File: config.mk
export PLATFORM = sky130hd
export DESIGN_NAME = rv_alu
export DESIGN_NICKNAME = d
export VERILOG_FILES = /design/src/rtl/rv_pkg.sv /design/src/rtl/rv_alu_core.sv /design/src/rtl/rv_alu.sv
export SDC_FILE = /design/constraint.sdc
export NUM_CORES = 1
export LEC_CHECK = 0
export BUFFER_PORTS_ARGS = -buffer_cell sky130_fd_sc_hd__clkbuf_2
export CAP_MARGIN = 25
export CORE_MARGIN = 3
export CORE_UTILIZATION = 55
export CTS_CLUSTER_DIAMETER = 120
export DETAILED_ROUTE_END_ITERATION = 8
export PLACE_DENSITY = 0.84
export SYNTH_ARGS = -nofsm -noshare
export SYNTH_HDL_FRONTEND = slang
export SYNTH_SLANG_ARGS = --single-unit
File: constraint.sdc
create_clock -name clk -period 4.7 [get_ports clk]
set_input_delay 0.235 -clock clk [delete_from_list [all_inputs] [get_ports clk]]
set_output_delay 0.235 -clock clk [all_outputs]
set_load 0.02 [all_outputs]
File: src/rtl/rv_pkg.sv
// Shared ALU definitions: operand width and 4-bit op-codes.
// Imported by the ALU datapath and its registered wrapper.
package rv_pkg;

  localparam int XLEN = 32;

  localparam logic [3:0] ALU_ADD  = 4'd0;
  localparam logic [3:0] ALU_SLT  = 4'd1;
  localparam logic [3:0] ALU_SLTU = 4'd2;
  localparam logic [3:0] ALU_AND  = 4'd3;
  localparam logic [3:0] ALU_OR   = 4'd4;
  localparam logic [3:0] ALU_XOR  = 4'd5;
  localparam logic [3:0] ALU_SLL  = 4'd6;
  localparam logic [3:0] ALU_SRL  = 4'd7;
  localparam logic [3:0] ALU_SRA  = 4'd8;
  localparam logic [3:0] ALU_SUB  = 4'd9;
  localparam logic [3:0] ALU_EQ   = 4'd10;
  localparam logic [3:0] ALU_NE   = 4'd11;
  localparam logic [3:0] ALU_LT   = 4'd12;
  localparam logic [3:0] ALU_GE   = 4'd13;
  localparam logic [3:0] ALU_LTU  = 4'd14;
  localparam logic [3:0] ALU_GEU  = 4'd15;

endpackage

File: src/rtl/rv_alu_core.sv
// Combinational ALU datapath: one shared adder/subtractor
// feeds arithmetic, set-less-than and branch compares.
module rv_alu_core
  import rv_pkg::*;
#(
  parameter int W = XLEN
) (
  input  logic [3:0]   op,
  input  logic [W-1:0] rs1,
  input  logic [W-1:0] rs2,
  output logic [W-1:0] result,
  output logic         cmp
);

  logic         sub;
  logic [W:0]   sum;
  logic [W-1:0] diff;
  logic         ltu;
  logic         lt;
  logic         eq;
  logic [4:0]   shamt;

  assign sub   = (op != ALU_ADD);
  assign sum   = {1'b0, rs1}
               + {1'b0, (sub ? ~rs2 : rs2)}
               + {{W{1'b0}}, sub};
  assign diff  = sum[W-1:0];
  // carry out of rs1 + ~rs2 + 1 is set when rs1 >= rs2
  assign ltu   = ~sum[W];
  assign lt    = (rs1[W-1] != rs2[W-1]) ? rs1[W-1]
                                        : diff[W-1];
  assign eq    = (diff == '0);
  assign shamt = rs2[4:0];

  always_comb begin
    result = '0;
    cmp    = 1'b0;
    unique case (op)
      ALU_ADD:  result = diff;
      ALU_SLT:  result = {{(W-1){1'b0}}, lt};
      ALU_SLTU: result = {{(W-1){1'b0}}, ltu};
      ALU_AND:  result = rs1 & rs2;
      ALU_OR:   result = rs1 | rs2;
      ALU_XOR:  result = rs1 ^ rs2;
      ALU_SLL:  result = rs1 << shamt;
      ALU_SRL:  result = rs1 >> shamt;
      ALU_SRA:  result = W'($signed(rs1) >>> shamt);
      ALU_SUB:  result = diff;
      ALU_EQ: begin
        result = diff;
        cmp    = eq;
      end
      ALU_NE: begin
        result = diff;
        cmp    = ~eq;
      end
      ALU_LT: begin
        result = diff;
        cmp    = lt;
      end
      ALU_GE: begin
        result = diff;
        cmp    = ~lt;
      end
      ALU_LTU: begin
        result = diff;
        cmp    = ltu;
      end
      ALU_GEU: begin
        result = diff;
        cmp    = ~ltu;
      end
      default: begin
        result = '0;
        cmp    = 1'b0;
      end
    endcase
  end

endmodule

File: src/rtl/rv_alu.sv
// Registered ALU: single-cycle latency, new op every cycle,
// synchronous active-high reset clears both outputs.
module rv_alu
  import rv_pkg::*;
#(
  parameter int XLEN = rv_pkg::XLEN
) (
  input  logic            clk,
  input  logic            rst,
  input  logic [3:0]      op_in,
  input  logic [XLEN-1:0] rs1,
  input  logic [XLEN-1:0] rs2,
  output logic [XLEN-1:0] rd,
  output logic            comp_res
);

  logic [XLEN-1:0] result;
  logic            cmp;

  rv_alu_core #(
    .W (XLEN)
  ) u_core (
    .op     (op_in),
    .rs1    (rs1),
    .rs2    (rs2),
    .result (result),
    .cmp    (cmp)
  );

  always_ff @(posedge clk) begin
    if (rst) begin
      rd       <= '0;
      comp_res <= 1'b0;
    end else begin
      rd       <= result;
      comp_res <= cmp;
    end
  end

endmodule

==> summary.md <==
| Metric | Value |
|---|---|
| Mapped Area | `0.00859 mm2` |
| Rel. slew slack | `31.2%` |
| Top post-synthesis cells by count | `138 x nor2_1, 121 x o21ai_0, 110 x a21oi_1` |
| CP Capture Type | `flip-flop` |
| Initial antenna violation count | `1` |
| WP data required | `4.90 ns` |
| Core region area | `0.0153 mm2` |
| Minimum clock period | `4.52 ns` |
| Most instantiated library cell after synthesis | `nor2_1` |
| Mapped Avg Cell Area | `6.96 um2` |
| I/O pin count | `103` |
| Layout Nets | `1473` |
| TritonCTS clock tree | `built` |
| Min Hold Slack | `0.156 ns` |
| Clock tree buffer depth | `2` |
| Critical path type | `in2reg` |
| WL final | `35600 um` |
| Unique masters post-synth | `73` |
| Worst-path maximum fanout | `25` |
| Vias in the first global route | `9063` |
| Layout overhead on the synthesized area | `11.8%` |
| Final period util | `between 90 and 100%` |
| Worst-Margin Slew | `1.01 ns` |
| Clock sinks | `33` |
| Tot GR Track Use | `40.4%` |
| Post-synth top area share | `between 10% and 20%` |
| Main flop type after synthesis | `dfxtp_1` |
| Overall power | `1.95 mW` |
| Num CTS Buffers | `5` |
| RSZ-0062 raised after global routing | `no` |
| First-pass GRT wire length | `between 50000 and 60000 um` |
| Post-synth ARST share | `0%` |
| Synth Instances | `about 1200` |
| Number of max-cap violations | `0` |
| Total gr overflow | `0` |
| Final hold violation count | `0` |
| Yosys warning count | `0` |
| Number of synthesized flops with an enable pin | `0` |
| Port bufs | `102` |
| Largest net degree at the start of global routing | `63` |
| DR pass1 iterations | `6` |
| # setup viols final | `0` |
| CP startpoint kind | `input pin` |
| Ant diodes | `0` |
| Post-synthesis sequential area ratio | `7.69%` |
| Post-route DRC | `0` |
| Leakage power total | `roughly 4.3 nW` |
| Synth Register Bits | `33` |
| Data arrival, critical path | `4.71 ns` |
| Dpl hpwl | `28100 um` |
| Vias | `approximately 10000` |
| Starting Density | `between 50% and 60%` |
| Reg clk slew, reported paths | `~0.070 ns` |
| # rows | `45` |
| Synth area leaders | `ha_1 14%, mux2i_1 9.9%, dfxtp_1 7.7%` |
| Die Area | `0.0172 mm2` |
| Antenna-violating nets left | `0` |
| Synth area leader | `ha_1` |
| Vias/cell | `6.80` |
| Die W | `131 um` |
| Gp weighted congestion | `1.07` |
| Fmax | `0.221 GHz` |
| Drt wl/cell | `about 23 um` |
| Die Span Y | `approximately 130 um` |
| Maximum VDD drop | `0.130 mV` |
| H-tree Lvls | `2` |
| Outcome | `completed` |
| Share of post-route cells with drive strength above 1 | `15.2%` |
| Drt first-iter violations | `1641` |
| Hold Crit Class | `in2reg` |
| Mapped Nets | `1402` |
| Pwr/cell area | `203 mW/mm2` |
| Root Buffer | `clkbuf_16` |
| Max-slew violations | `0` |
cells by family after synthesis:
group / after synthesis / share of synthesized area, %
multiplexers: 109 / 15.5
adder cells (fa/ha/maj): 98 / 14.4
AO/OA/AOI/OAI: 415 / 30.6
XOR/XNOR: 52 / 5.30
AND/OR/NAND/NOR: 362 / 19.3
buffers and inverters: 165 / 7.22
flip-flops: 33 / 7.69
area by class of cell:
class	instances	area, um2
multi-input combinational	1036	7340
fill	1447	5650
timing repair buffer	150	898
sequential	33	661
inverter	79	297
tap	211	264
clock buffer	5	125
clock inverter	3	17.5
flip-flops by register name, indices dropped and copies added, names as in the netlist:
register,count
comp_res,1
rd,32
worst max-delay path, cell delays in order:
cell and delay, ns:
clkbuf_2 0.16, nor4_4 0.34, buf_12 0.25, xnor2_1 0.18, inv_1 0.10, fa_1 0.40, nand2b_1 0.20, a21o_1 0.21
a21oi_1 0.25, a221o_1 0.27, xor2_1 0.11, or4_1 0.57, or4b_1 0.52, nor4_1 0.46, buf_4 0.20, o22ai_1 0.06
a21o_1 0.15
per-layer routing:
metal	track usage, %	share of wire [%]
met1	56.7	40
met2	62.1	43
met3	6.06	12
met4	16.0	4.8
met5	0	0
where the power goes:
group	total [mW]	leakage (nW)	switching, mW	internal (mW)
Clock	0.350	0.0696	0.155	0.195
Combinational	1.28	4.00	0.819	0.459
Sequential	0.323	0.274	0.00840	0.315
Total	1.95	4.34	0.983	0.969
timing repair:
item | in CTS | in global routing
hold buffers | 0 | 0
endpoints found under the setup margin | 0 | 1
gates resized for setup | 0 | 4
buffers inserted | 0 | 2
per-stage QoR:
stage	utilization [%]	cell area, um2	instances	worst slack [ns]	setup TNS (ns)
3_5_place_dp	61.8	9430	1507	-0.128	-0.128
6_report	63.0	9610	1517	0.181	0
5_1_grt	63.0	9610	1517	0.0329	0
3_3_place_gp	61.6	9400	1505	-0.0315	-0.0315
4_1_cts	62.7	9570	1515	0.168	0
2_1_floorplan	-	8590	1234	0.0432	0
layout by cell type (no fill, tap or decap), types with 7 or more instances in the layout:
cell / netlist / layout
nor2_1: 138 / 137
o21ai_0: 121 / 121
a21oi_1: 110 / 110
clkbuf_2: 0 / 101
ha_1: 97 / 97
nand2_1: 96 / 96
mux2i_1: 85 / 85
inv_1: 77 / 77
xnor2_1: 46 / 46
buf_4: 0 / 45
dfxtp_1: 33 / 33
nor3_1: 30 / 29
a221oi_1: 25 / 25
nand3_1: 22 / 22
nand2b_1: 20 / 20
a22oi_1: 19 / 19
a211oi_1: 19 / 19
mux4_2: 19 / 19
o211ai_1: 18 / 18
a31oi_1: 15 / 15
a21o_1: 14 / 14
nand4_1: 12 / 12
or3_1: 7 / 7
o21a_1: 7 / 7
path summary, 6_finish.rpt:
path	from	slack [ns]	cells after the start	end
min	rst	0.16	2	rd[0]$_SDFF_PP0_
max	op_in[1]	0.18	17	comp_res$_SDFF_PP0_
Power figures use the tool's default switching activity.
